### config.mk
export PLATFORM = sky130hd
export DESIGN_NAME = cordic_range_ctrl_flat
export DESIGN_NICKNAME = d
export VERILOG_FILES = /design/src/rtl/cordic_pkg.sv /design/src/rtl/cordic_range_ctrl_if.sv /design/src/rtl/cordic_range_fold.sv /design/src/rtl/cordic_range_ctrl.sv /design/src/flat_wrapper.sv
export SDC_FILE = /design/constraint.sdc
export NUM_CORES = 1
export LEC_CHECK = 0
export CAP_MARGIN = 15
export CORE_ASPECT_RATIO = 0.9
export CORE_MARGIN = 3
export CORE_UTILIZATION = 49
export CTS_BUF_LIST = sky130_fd_sc_hd__clkbuf_16
export DETAILED_ROUTE_END_ITERATION = 10
export PLACE_DENSITY = 0.81
export SYNTH_ARGS = -nofsm -noshare
export SYNTH_HDL_FRONTEND = slang
export SYNTH_HIERARCHICAL = 1
export SYNTH_SLANG_ARGS = --single-unit
### constraint.sdc
create_clock -name clk -period 3.95 [get_ports clk]
set_input_delay 0.79 -clock clk [delete_from_list [all_inputs] [get_ports clk]]
set_output_delay 0.79 -clock clk [all_outputs]
set_load 0.01 [all_outputs]
### src/rtl/cordic_pkg.sv
// Shared definitions for the CORDIC range controller and its helpers.
//   NUM_WIDTH_DEF : default angle/result word width (signed Q4.20)
//   PI, HALF_PI   : Q4.20 constants used by the range fold
//   CORDIC_RATIO  : core gain compensation constant (1/K), Q4.20
//   state_t       : controller sequencing states
package cordic_pkg;

  localparam int NUM_WIDTH_DEF = 24;

  // Q4.20 fixed-point constants; kept as int so they resize to any word width.
  localparam int PI           = 32'h0032_43F6;
  localparam int HALF_PI      = 32'h0019_21FB;
  localparam int CORDIC_RATIO = 32'h0009_B74E;

  typedef enum logic [2:0] {
    IDLE,
    START,
    WAIT_LO,
    WAIT_HI,
    OUT
  } state_t;

endpackage

### src/rtl/cordic_range_ctrl_if.sv
// Handshake/bus bundle between the range controller and its neighbours.
//   in_*   : upstream angle stream (valid/ready)
//   core_* : start/done handshake and data towards the iterative core
//   out_*  : downstream cos/sin result stream (valid/ready)
// master = controller view, slave = environment (upstream, core, downstream).
interface cordic_range_ctrl_if
  import cordic_pkg::*;
#(
  parameter int NUM_WIDTH = NUM_WIDTH_DEF
);

  logic                 in_valid;
  logic                 in_ready;
  logic [NUM_WIDTH-1:0] in_angle;

  logic                 core_start;
  logic [NUM_WIDTH-1:0] core_angle;
  logic [NUM_WIDTH-1:0] core_x;
  logic [NUM_WIDTH-1:0] core_y;
  logic                 core_done;

  logic                 out_valid;
  logic                 out_ready;
  logic [NUM_WIDTH-1:0] out_cos;
  logic [NUM_WIDTH-1:0] out_sin;
  logic                 out_err;

  modport master (
    input  in_valid, in_angle, core_x, core_y, core_done, out_ready,
    output in_ready, core_start, core_angle, out_valid, out_cos, out_sin, out_err
  );

  modport slave (
    output in_valid, in_angle, core_x, core_y, core_done, out_ready,
    input  in_ready, core_start, core_angle, out_valid, out_cos, out_sin, out_err
  );

endinterface

### src/rtl/cordic_range_fold.sv
// Combinational quadrant fold of a Q4.20 angle in [-PI, PI] into the core's
// convergence range [-PI/2, PI/2].
//   angle     : input angle, signed Q4.20 radians
//   z         : folded angle handed to the core
//   neg       : result of the core must be negated (angle was shifted by PI)
//   range_err : |angle| > PI; the fold still produces a value
module cordic_range_fold
  import cordic_pkg::*;
#(
  parameter int NUM_WIDTH = NUM_WIDTH_DEF
) (
  input  logic signed [NUM_WIDTH-1:0] angle,
  output logic signed [NUM_WIDTH-1:0] z,
  output logic                        neg,
  output logic                        range_err
);

  // One extra bit so angle +/- PI cannot overflow before truncation.
  localparam logic signed [NUM_WIDTH:0] PI_X       = (NUM_WIDTH+1)'(PI);
  localparam logic signed [NUM_WIDTH:0] NEG_PI_X   = -PI_X;
  localparam logic signed [NUM_WIDTH:0] HALF_X     = (NUM_WIDTH+1)'(HALF_PI);
  localparam logic signed [NUM_WIDTH:0] NEG_HALF_X = -HALF_X;

  logic signed [NUM_WIDTH:0] angle_x;
  logic signed [NUM_WIDTH:0] sum_x;

  always_comb begin
    angle_x = {angle[NUM_WIDTH-1], angle};
    sum_x   = angle_x;
    neg     = 1'b0;
    // Exactly +/-HALF_PI stays unfolded; strict compares keep it that way.
    if (angle_x > HALF_X) begin
      sum_x = angle_x - PI_X;
      neg   = 1'b1;
    end else if (angle_x < NEG_HALF_X) begin
      sum_x = angle_x + PI_X;
      neg   = 1'b1;
    end
    z         = sum_x[NUM_WIDTH-1:0];
    range_err = (angle_x > PI_X) || (angle_x < NEG_PI_X);
  end

endmodule

### src/rtl/cordic_range_ctrl.sv
// Front/back-end controller around the iterative CORDIC rotation core.
// Accepts an angle, folds it into the core's range, pulses the core's start,
// waits for the core's done low->high sequence (with timeout), applies the
// quadrant sign correction and presents cos/sin on a valid/ready stream.
//   clk : clock
//   rst : asynchronous active-high reset (shared with the core)
//   bus : cordic_range_ctrl_if.master (in_*, core_*, out_* signals)
// Parameters: NUM_WIDTH word width, TIMEOUT max wait cycles on the core,
// TO_WIDTH timeout counter width (2**TO_WIDTH > TIMEOUT).
module cordic_range_ctrl
  import cordic_pkg::*;
#(
  parameter int NUM_WIDTH = NUM_WIDTH_DEF,
  parameter int TIMEOUT   = 64,
  parameter int TO_WIDTH  = 7
) (
  input  logic                clk,
  input  logic                rst,
  cordic_range_ctrl_if.master bus
);

  // Counter value seen on the TIMEOUT-th waiting cycle.
  localparam logic [TO_WIDTH-1:0] TO_LAST = TO_WIDTH'(TIMEOUT - 1);

  state_t                      state_reg;
  logic                        neg_reg;
  logic                        range_err_reg;
  logic [TO_WIDTH-1:0]         to_cnt_reg;

  logic signed [NUM_WIDTH-1:0] fold_z;
  logic                        fold_neg;
  logic                        fold_err;

  cordic_range_fold #(
    .NUM_WIDTH(NUM_WIDTH)
  ) u_fold (
    .angle     ($signed(bus.in_angle)),
    .z         (fold_z),
    .neg       (fold_neg),
    .range_err (fold_err)
  );

  always_ff @(posedge clk or posedge rst) begin
    if (rst) begin
      state_reg      <= IDLE;
      neg_reg        <= 1'b0;
      range_err_reg  <= 1'b0;
      to_cnt_reg     <= '0;
      bus.in_ready   <= 1'b1;
      bus.core_start <= 1'b0;
      bus.core_angle <= '0;
      bus.out_valid  <= 1'b0;
      bus.out_cos    <= '0;
      bus.out_sin    <= '0;
      bus.out_err    <= 1'b0;
    end else begin
      case (state_reg)
        IDLE: begin
          if (bus.in_valid) begin
            bus.core_angle <= fold_z;
            neg_reg        <= fold_neg;
            range_err_reg  <= fold_err;
            bus.in_ready   <= 1'b0;
            // Registered so core_start is high only while in START.
            bus.core_start <= 1'b1;
            to_cnt_reg     <= '0;
            state_reg      <= START;
          end
        end

        START: begin
          bus.core_start <= 1'b0;
          state_reg      <= WAIT_LO;
        end

        WAIT_LO, WAIT_HI: begin
          to_cnt_reg <= to_cnt_reg + TO_WIDTH'(1);
          if (state_reg == WAIT_HI && bus.core_done) begin
            bus.out_cos   <= neg_reg ? -bus.core_x : bus.core_x;
            bus.out_sin   <= neg_reg ? -bus.core_y : bus.core_y;
            bus.out_err   <= range_err_reg;
            bus.out_valid <= 1'b1;
            state_reg     <= OUT;
          end else if (to_cnt_reg == TO_LAST) begin
            // Core never answered: report an error result instead of hanging.
            bus.out_cos   <= '0;
            bus.out_sin   <= '0;
            bus.out_err   <= 1'b1;
            bus.out_valid <= 1'b1;
            state_reg     <= OUT;
          end else if (state_reg == WAIT_LO && !bus.core_done) begin
            // Done low means the core has taken the start and is iterating.
            state_reg <= WAIT_HI;
          end
        end

        OUT: begin
          if (bus.out_ready) begin
            bus.out_valid <= 1'b0;
            bus.in_ready  <= 1'b1;
            state_reg     <= IDLE;
          end
        end

        default: begin
          state_reg <= IDLE;
        end
      endcase
    end
  end

endmodule
### src/flat_wrapper.sv
// flat-port wrapper written by rule: the top's interface ports become plain ports
module cordic_range_ctrl_flat import cordic_pkg::*;
#(
  parameter int NUM_WIDTH = NUM_WIDTH_DEF,
  parameter int TIMEOUT   = 64,
  parameter int TO_WIDTH  = 7
)
  (clk, rst, bus_in_valid, bus_in_angle, bus_core_x, bus_core_y, bus_core_done, bus_out_ready, bus_in_ready, bus_core_start, bus_core_angle, bus_out_valid, bus_out_cos, bus_out_sin, bus_out_err);
  cordic_range_ctrl_if #(.NUM_WIDTH(NUM_WIDTH)) bus_i ();
  input  logic clk;
  input  logic rst;
  input wire logic [$bits(bus_i.in_valid)-1:0] bus_in_valid;
  input wire logic [$bits(bus_i.in_angle)-1:0] bus_in_angle;
  input wire logic [$bits(bus_i.core_x)-1:0] bus_core_x;
  input wire logic [$bits(bus_i.core_y)-1:0] bus_core_y;
  input wire logic [$bits(bus_i.core_done)-1:0] bus_core_done;
  input wire logic [$bits(bus_i.out_ready)-1:0] bus_out_ready;
  output wire logic [$bits(bus_i.in_ready)-1:0] bus_in_ready;
  output wire logic [$bits(bus_i.core_start)-1:0] bus_core_start;
  output wire logic [$bits(bus_i.core_angle)-1:0] bus_core_angle;
  output wire logic [$bits(bus_i.out_valid)-1:0] bus_out_valid;
  output wire logic [$bits(bus_i.out_cos)-1:0] bus_out_cos;
  output wire logic [$bits(bus_i.out_sin)-1:0] bus_out_sin;
  output wire logic [$bits(bus_i.out_err)-1:0] bus_out_err;
  assign bus_i.in_valid = bus_in_valid;
  assign bus_i.in_angle = bus_in_angle;
  assign bus_i.core_x = bus_core_x;
  assign bus_i.core_y = bus_core_y;
  assign bus_i.core_done = bus_core_done;
  assign bus_i.out_ready = bus_out_ready;
  assign bus_in_ready = bus_i.in_ready;
  assign bus_core_start = bus_i.core_start;
  assign bus_core_angle = bus_i.core_angle;
  assign bus_out_valid = bus_i.out_valid;
  assign bus_out_cos = bus_i.out_cos;
  assign bus_out_sin = bus_i.out_sin;
  assign bus_out_err = bus_i.out_err;
  cordic_range_ctrl #(.NUM_WIDTH(NUM_WIDTH), .TIMEOUT(TIMEOUT), .TO_WIDTH(TO_WIDTH)) u_core (.clk(clk), .rst(rst), .bus(bus_i));
endmodule
Yosys cells after proc, flatten, opt, wreduce, memory -nomap -nowiden:

Cells that the tools add are included.

* $add $sub $neg: 5
* magnitude comparators: 4
* equal/unequal tests: 9
* multiplexer cells: 27
* reduce and logical (&&, ||, !) cells: 18

Operators with widths (number)
* $mux 24: 7
* $neg 24->24: 2
* $add 24x23->24 const B: 1
* $gt 24x22->1 const B: 1
* $gt 24x23->1 const B: 1
* $lt 24x22->1 const B: 1
* $lt 24x23->1 const B: 1
* $sub 24x23->24 const B: 1
* $mux 3: 5
* $pmux 7 s2: 1
* $pmux 3 s4: 1
* $reduce_bool 2->1: 5
* $mux 1: 9
* $reduce_and 3->1: 3
* $reduce_and 2->1: 4
* $add 7x1->7 const B: 1
* $eq 7x6->1 const B: 1
* $mux 7: 1
* $eq 3x2->1 const B: 2
* $pmux 1 s2: 3
* $ne 2x2->1 const B: 2
* $ne 4x1->1 const B: 1
* $eq 3x1->1 const B: 1
* $eq 3x3->1 const B: 1
* 6 further kinds: 7

* register bits after elaboration: 88
* bits of input ports: 77
* output and inout bits: 76
* word-level logic and storage cells: 74

Longest topological paths before layout:

Gate-level depths: netlist of run 1.

* depth after elaboration: 6
* mapped depth: 9
* gate-level depth less buffers: 9

By module:

The synthesis of run 1 kept the hierarchy.

Modules (own cells, without submodules)
* cordic_range_ctrl: times used 1, cells each 384, area each 4322.9 um^2, seq. area each 2203.4 um^2
* cordic_range_fold: times used 1, cells each 175, area each 1275.0 um^2, seq. area each 0.0 um^2

Worst setup path before layout of run 1:

Ideal clock, no wire load.

* path type: input port to flip-flop
* start point: in bus_in_angle[10]
* end point: reg u_core.bus.core_angle[18]
* setup time: 0.125 ns
* arrival time: 2.576 ns
* required time: 3.825 ns
* setup slack: 1.250 ns
* stages on the path: 9
* buffers on the path: 2
* cell sequence: buf_6 -> or3_4 -> nor4_4 -> o311a_2 -> a21o_2 -> buf_6 -> o32ai_2 -> xor2_1 -> mux2_2

* longest elaborated chain between the ends: 3
* elaborated cells between the ends (all ways): 6
* those cells by class: add/sub: 2; order compare: 2; mux: 2

RTL lines
* from (decl): line flat_wrapper.sv:13 `input wire logic [$bits(bus_i.in_angle)-1:0] bus_in_angle;`
* $add 24x23->24 / $lt 24x22->1 (equally long branches): line cordic_range_fold.sv:36, cordic_range_fold.sv:35
* $mux 24: line cordic_range_fold.sv:35 `end else if (angle_x < NEG_HALF_X) begin`
* $mux 24 (*): line cordic_range_fold.sv:32 `if (angle_x > HALF_X) begin`
* named net u_core.fold_z[18]: line cordic_range_ctrl.sv:30 `logic signed [NUM_WIDTH-1:0] fold_z;`
* to (signal assigned): line cordic_range_ctrl.sv:60 `bus.core_angle <= fold_z;`
* to (decl): line cordic_range_ctrl_if.sv:30 `output in_ready, core_start, core_angle, out_valid, out_cos, out_sin, out_err`

Mark *: on every way through the listed nets, which the timed path passes. The rest lies on a longest branch.
A chain may end at the register's enable or synchronous reset.

Worst setup path in the final report of run 1:

* start point: in bus_in_angle[4]
* end point: reg u_core.bus.core_angle[12]

Same word-level chain as after synthesis.

==> impl_metrics.env, run 1 <==
export IMPL_pwr_share_clk_pct=17.6
export IMPL_power_leakage_nw=2.95
export IMPL_wl_mm=16.2
export IMPL_setup_viol=0
export IMPL_nFillCells=876
export IMPL_finalInstanceArea_sq_um=7520
export IMPL_dominantRegCellSynth="dfrtp_1"
export IMPL_reg2reg_slack_ps=1790
export IMPL_start_kind="input port"
export IMPL_synth_commonest_cells="dfrtp_1, nand2_1, xnor2_1, a22o_1"
export IMPL_required_ps=4180
export IMPL_fin_worst_skew_ps=9.37
export IMPL_post_cts_buffers=0
export IMPL_cts_root_buffer="clkbuf_16"
export IMPL_synth_most_common_cell="dfrtp_1"
export IMPL_path_class="input port to flip-flop"
export IMPL_max_slew_margin_pct=53.2
export IMPL_clock_latency_ps=340
export IMPL_gp_congestion=0.903
export IMPL_drt_vias_per_instance=5.96
export IMPL_antenna_cells=0
export IMPL_dp_cells=838
export IMPL_grt_max_degree=52
export IMPL_numCtsBuffers=9
export IMPL_cts_sinks=88
export IMPL_rsz0062_at_grt="false"
export IMPL_tightest_slew_ps=701
export IMPL_cts_tree="done"
export IMPL_finalCritPeriodShare_pct=84.2
export IMPL_layout_drive_gt1_share_pct=12.3
export IMPL_crit_end="u_core/bus.core_angle[12]"
export IMPL_cts_buffer_depth=2
export IMPL_drc_errors=0
export IMPL_max_cap_viol_count=0
export IMPL_yosysUniqueCellTypes=66
export IMPL_report_final_hold_viol_count=0
export IMPL_ir_drop_mv=0.413
export IMPL_area_growth_pct=34.4
export IMPL_yosysTopAreaCellShare_pct=38.9
export IMPL_ctsResizeCount=0
export IMPL_drt_iter0_markers=345
export IMPL_ys_ff_latch=88
export IMPL_critPathArrivalTime_ps=3560
export IMPL_syn_area_sq_um=5600
export IMPL_end_kind="flip-flop"
export IMPL_avgSynthCellArea_sq_um=10.0
export IMPL_reg2regPathDepth=7
export IMPL_seq_area_frac_synth_pct=39.4
export IMPL_fin_setup_tns_ps=0
export IMPL_dr_pass1_iters=5
export IMPL_min_path_type="flip-flop to flip-flop"
export IMPL_fin_nets=779
export IMPL_port_buffers=152
export IMPL_timing_rr_start="u_core/to_cnt_reg[0]"
export IMPL_synthCells=559
export IMPL_rows=36
export IMPL_grt_pass1_wl_mm=25.9
export IMPL_die_area_sq_um=12700
export IMPL_p_seq_share_pct=32.8
export IMPL_grt_usage_pct=25.1
export IMPL_cts_hold_buf=0
export IMPL_synth_nets=641
export IMPL_power_switching_mw=1.69
export IMPL_synthArstFlopShare_pct=100
export IMPL_ios=153
export IMPL_pwr_density_cell_nw_per_um2=640
export IMPL_fmax_mhz=301
export IMPL_antenna_found_initial=0
export IMPL_slew_violations=0
export IMPL_p_sw_share_pct=35.0
export IMPL_ant_nets=0
export IMPL_num_vias=5090
export IMPL_initial_utilization_pct=50.9
export IMPL_clkTransAtPathRegs_ps=60
export IMPL_dpl_hpwl_mm=12.1
export IMPL_synth_edf_count=0
export IMPL_place_area_sq_um=7230
export IMPL_core_area_sq_um=11000
export IMPL_p_int_mw=3.13
export IMPL_grt_pass1_vias=4914
export IMPL_reg_top3="u_core/bus.core_angle: 24 flops, u_core/bus.out_cos: 24 flops, u_core/bus.out_sin: 24 flops"
export IMPL_path_max_fanout=12
export IMPL_synth_area_top_cells="dfrtp_1, xnor2_1, a22o_1"
export IMPL_die_h_microns=107
export IMPL_gr_total_overflow=0
export IMPL_die_width_microns=119
export IMPL_p_comb_share_pct=49.6
export IMPL_fin_crit_ps=3330
export IMPL_critPathLaunch="bus_in_angle[4]"
export IMPL_setup_ws_ps=622
export IMPL_h_tree_depth=3
export IMPL_yosys_warnings=6
export IMPL_finalNonFillerCells=854
export IMPL_place_ws_ps=352
export IMPL_reg2reg_to="u_core/bus.out_sin[19]"
export IMPL_wl_per_cell_microns=19.0
export IMPL_yosys_area_top_type="dfrtp_1"
export IMPL_status="completed"
[cells by family (layout without fill, tap and decap cells)]
| logic type | after synthesis | in the layout | share of synthesized area (%) |
|---|---|---|---|
| adders and majority gates | 5 | 5 | 1.12 |
| and+or+nand+nor | 163 | 163 | 15.9 |
| xor gates and xnor gates | 65 | 65 | 10.2 |
| DFF | 88 | 88 | 39.4 |
| AOI/OAI and AO/OA | 158 | 158 | 23.5 |
| muxes | 28 | 28 | 5.59 |
| buffers and inverters | 52 | 195 | 4.29 |
[critical path, stage by stage]
cell and delay, ps:
clkdlybuf4s50_1 610, nor4_4 470, nand2_1 130, o2111ai_2 330, nand2_1 460, o32ai_2 400, xor2_1 90, mux2_2 260
[through the flow]
step / total power [mW] / util (%) / hold WS, ps
after CTS: 4.85 / 68.5 / 495
after global placement: 3.90 / 65.8 / 456
after global routing: 5.09 / 68.5 / 506
final: 4.82 / 68.5 / 493
after floorplan: 2.84 / - / 441
after detailed placement: 3.96 / 65.8 / 473
[layout by cell type (no fill, tap or decap), types with 4 or more instances in the layout]
cell / instances
clkdlybuf4s50_1: 152
o22ai_2: 4
buf_4: 13
nor4_1: 11
o211ai_1: 5
ha_1: 5
o32ai_2: 7
o31ai_1: 16
and3_1: 6
nand2_1: 41
nand2b_1: 8
xnor2_1: 41
xor2_1: 24
a211oi_1: 4
inv_1: 13
dfrtp_1: 87
or4_1: 5
nand4_1: 6
a22o_1: 34
o2bb2ai_1: 16
a21oi_1: 10
nand3_1: 17
and2_1: 4
nor3_1: 15
nor2_1: 25
or3_1: 9
clkinv_2: 4
mux2_2: 26
o21ai_0: 21
a31oi_1: 4
clkbuf_16: 9
o41ai_1: 9
[area by class of cell]
| type | instances | area [sq um] | area share [%] |
|---|---|---|---|
| clock inverter | 7 | 70.1 | 0.931 |
| sequential | 88 | 2200 | 29.3 |
| multi-input combinational | 419 | 3160 | 42.0 |
| inverter | 14 | 53.8 | 0.715 |
| tap | 152 | 190 | 2.53 |
| clock buffer | 9 | 225 | 2.99 |
| timing repair buffer | 165 | 1620 | 21.5 |
[power by group through the flow]
stage	clock network [mW]	registers, mW	logic, mW
global route	0.903	1.63	2.56
CTS	0.868	1.58	2.40
finish	0.846	1.58	2.39
global placement	0	1.57	2.33
floorplan	0	1.71	1.14
detailed placement	0	1.59	2.37
[worst min path at each step]
stage	cells after the start	end	slack (ps)	startpoint
after global routing	1	u_core/bus.out_cos[7]	510	u_core/bus.out_cos[7]
after CTS	2	u_core/bus.out_valid	490	u_core/bus.out_valid
after detailed placement	1	u_core/bus.out_cos[1]	470	u_core/bus.out_cos[1]
after global placement	1	u_core/to_cnt_reg[6]	460	u_core/to_cnt_reg[6]
after floorplan	1	u_core/to_cnt_reg[6]	440	u_core/to_cnt_reg[6]
final	2	u_core/bus.out_valid	490	u_core/bus.out_valid
[routing by layer]
metal / wire (microns) / share of wire, % / track usage, %
met5: 0 / 0 / 0
met4: 351 / 2.2 / 7.53
met3: 708 / 4.4 / 4.52
met2: 7780 / 48 / 40.8
met1: 7360 / 45 / 34.5
(Power assumes the default switching activity.)
==> inputs of run 2 (changes only) <==
==> constraint.sdc (replaced) <==
create_clock -name clk -period 3.25 [get_ports clk]
set_input_delay 0.65 -clock clk [delete_from_list [all_inputs] [get_ports clk]]
set_output_delay 0.65 -clock clk [all_outputs]
set_load 0.01 [all_outputs]
==> impl_metrics.env, run 2 (synthesis results as in run 1) <==
export IMPL_cts_root_buffer="clkbuf_16"
export IMPL_hold_ws_ps=490
export IMPL_area_growth_pct=38.2
export IMPL_antenna_cells=0
export IMPL_ant_nets=0
export IMPL_pwr_density_cell_nw_per_um2=778
export IMPL_initial_utilization_pct=50.9
export IMPL_grt_usage_pct=26.3
export IMPL_rows=36
export IMPL_multi_input_area_sq_um=3160
export IMPL_setup_ws_ps=370
export IMPL_critPathTopFamily="simple AND/OR/NAND/NOR gates"
export IMPL_start_kind="input port"
export IMPL_use_met1_pct=35.9
export IMPL_h_tree_depth=3
export IMPL_report_final_hold_viol_count=0
export IMPL_use_met2_pct=42.6
export IMPL_clock_latency_ps=350
export IMPL_final_common_cell="clkdlybuf4s50_1"
export IMPL_finalInstanceArea_sq_um=7740
export IMPL_core_area_sq_um=11000
export IMPL_required_ps=3480
export IMPL_grt_max_degree=52
export IMPL_max_cap_viol_count=0
export IMPL_drc_errors=0
export IMPL_antenna_found_initial=0
export IMPL_drt_iter0_markers=418
export IMPL_fin_nets=802
export IMPL_cts_sinks=88
export IMPL_crit_chain="clkdlybuf4s50_1 -> inv_1 -> ha_1 -> or4b_2 -> or4_4 -> o31ai_4 -> xnor2_1 -> a22o_1"
export IMPL_hold_end="u_core/bus.out_valid"
export IMPL_reg2reg_slack_ps=1110
export IMPL_place_ws_ps=87.3
export IMPL_power_leakage_nw=3.08
export IMPL_place_area_sq_um=7410
export IMPL_tightest_slew_ps=750
export IMPL_total_power_mw=6.02
export IMPL_grt_pass1_vias=5047
export IMPL_met3_usage_pct=4.78
export IMPL_dp_cells=861
export IMPL_reg_top3="u_core/bus.core_angle: 24 flops, u_core/bus.out_cos: 24 flops, u_core/bus.out_sin: 24 flops"
export IMPL_fin_crit_ps=2880
export IMPL_seq_area_sq_um=2200
export IMPL_cts_hold_buf=0
export IMPL_timing_rr_start="u_core/state_reg[1]"
export IMPL_finalCritPeriodShare_pct=88.6
export IMPL_die_area_sq_um=12700
export IMPL_fin_worst_skew_ps=8.96
export IMPL_cpPeakStageDelay_ps=650
export IMPL_slew_violations=0
export IMPL_post_cts_buffers=0
export IMPL_reg2regPathDepth=3
export IMPL_cts_buffer_depth=2
export IMPL_reg2reg_to="u_core/bus.out_cos[1]"
export IMPL_ios=153
export IMPL_cts_tree="done"
export IMPL_rsz0062_at_grt="false"
export IMPL_die_h_microns=107
export IMPL_dpl_hpwl_mm=12.5
export IMPL_worstHoldStart="u_core/bus.out_valid"
export IMPL_drt_vias_per_instance=5.96
export IMPL_fin_util_pct=70.4
export IMPL_crit_buf_inv=2
export IMPL_layout_common_cells="clkdlybuf4s50_1, dfrtp_1, nand2_1, xnor2_1, buf_4"
export IMPL_hold_path_depth=2
export IMPL_finalNonFillerCells=877
export IMPL_num_vias=5224
export IMPL_ctsResizeCount=0
export IMPL_fin_setup_tns_ps=0
export IMPL_port_buffers=152
export IMPL_path_max_fanout=5
export IMPL_top_usage_layer="met2"
export IMPL_min_path_type="flip-flop to flip-flop"
export IMPL_nFillCells=869
export IMPL_numCtsBuffers=9
export IMPL_clkTransAtPathRegs_ps=60
export IMPL_critPathArrivalTime_ps=3110
export IMPL_gp_congestion=0.977
export IMPL_ir_drop_mv=0.593
export IMPL_wl_per_cell_microns=19.1
export IMPL_setup_viol=0
export IMPL_grt_pass1_wl_mm=26.9
export IMPL_end_kind="flip-flop"
export IMPL_wl_mm=16.8
export IMPL_fmax_mhz=347
export IMPL_die_width_microns=119
export IMPL_layout_drive_gt1_share_pct=15.0
export IMPL_dr_pass1_iters=4
export IMPL_path_class="input port to flip-flop"
export IMPL_gr_total_overflow=0
export IMPL_slowest_stage="or4b_2"
export IMPL_max_slew_margin_pct=49.9
export IMPL_status="completed"
[run 2: worst reg2reg max path, cell delays in order (launching register included)]
cell and delay (ps):
dfrtp_1 500, nor2b_1 530, nand3_1 640, o2bb2ai_1 370
[run 2: worst max path at each step]
| stage | start | endpoint | cells past startpoint | slack, ps |
|---|---|---|---|---|
| 2_1_floorplan | rst | u_core/bus.core_angle[0] | 1 | 320 |
| 3_3_place_gp | bus_in_angle[1] | u_core/bus.core_angle[15] | 10 | 80 |
| 3_5_place_dp | bus_core_x[1] | u_core/bus.out_cos[16] | 8 | 90 |
| 4_1_cts | bus_core_x[1] | u_core/bus.out_cos[16] | 8 | 420 |
| 5_1_grt | bus_in_angle[6] | u_core/bus.core_angle[22] | 9 | 240 |
| 6_report | bus_core_x[1] | u_core/bus.out_cos[16] | 8 | 370 |
[run 2: final cells by class]
class                   count  share of cell area, %
clock buffers               9                   2.91
clock inverters             7                   1.29
inverters                  14                  0.695
multi-input cells         419                   40.9
flip-flops and latches     88                   28.5
well taps                 152                   2.46
repair buffers            188                   23.3
[run 2: power by group]
part           internal [mW]  switching (mW)
combinational           1.63            1.31
clock                  0.682           0.471
sequential              1.60           0.329
total                   3.91            2.11
[run 2: layer usage]
| metal | vias up | wire length, microns |
|---|---|---|
| met5 | - | 0 |
| li1 | 2426 | - |
| met2 | 204 | 8100 |
| met3 | 27 | 921 |
| met1 | 2567 | 7390 |
| met4 | 0 | 371 |
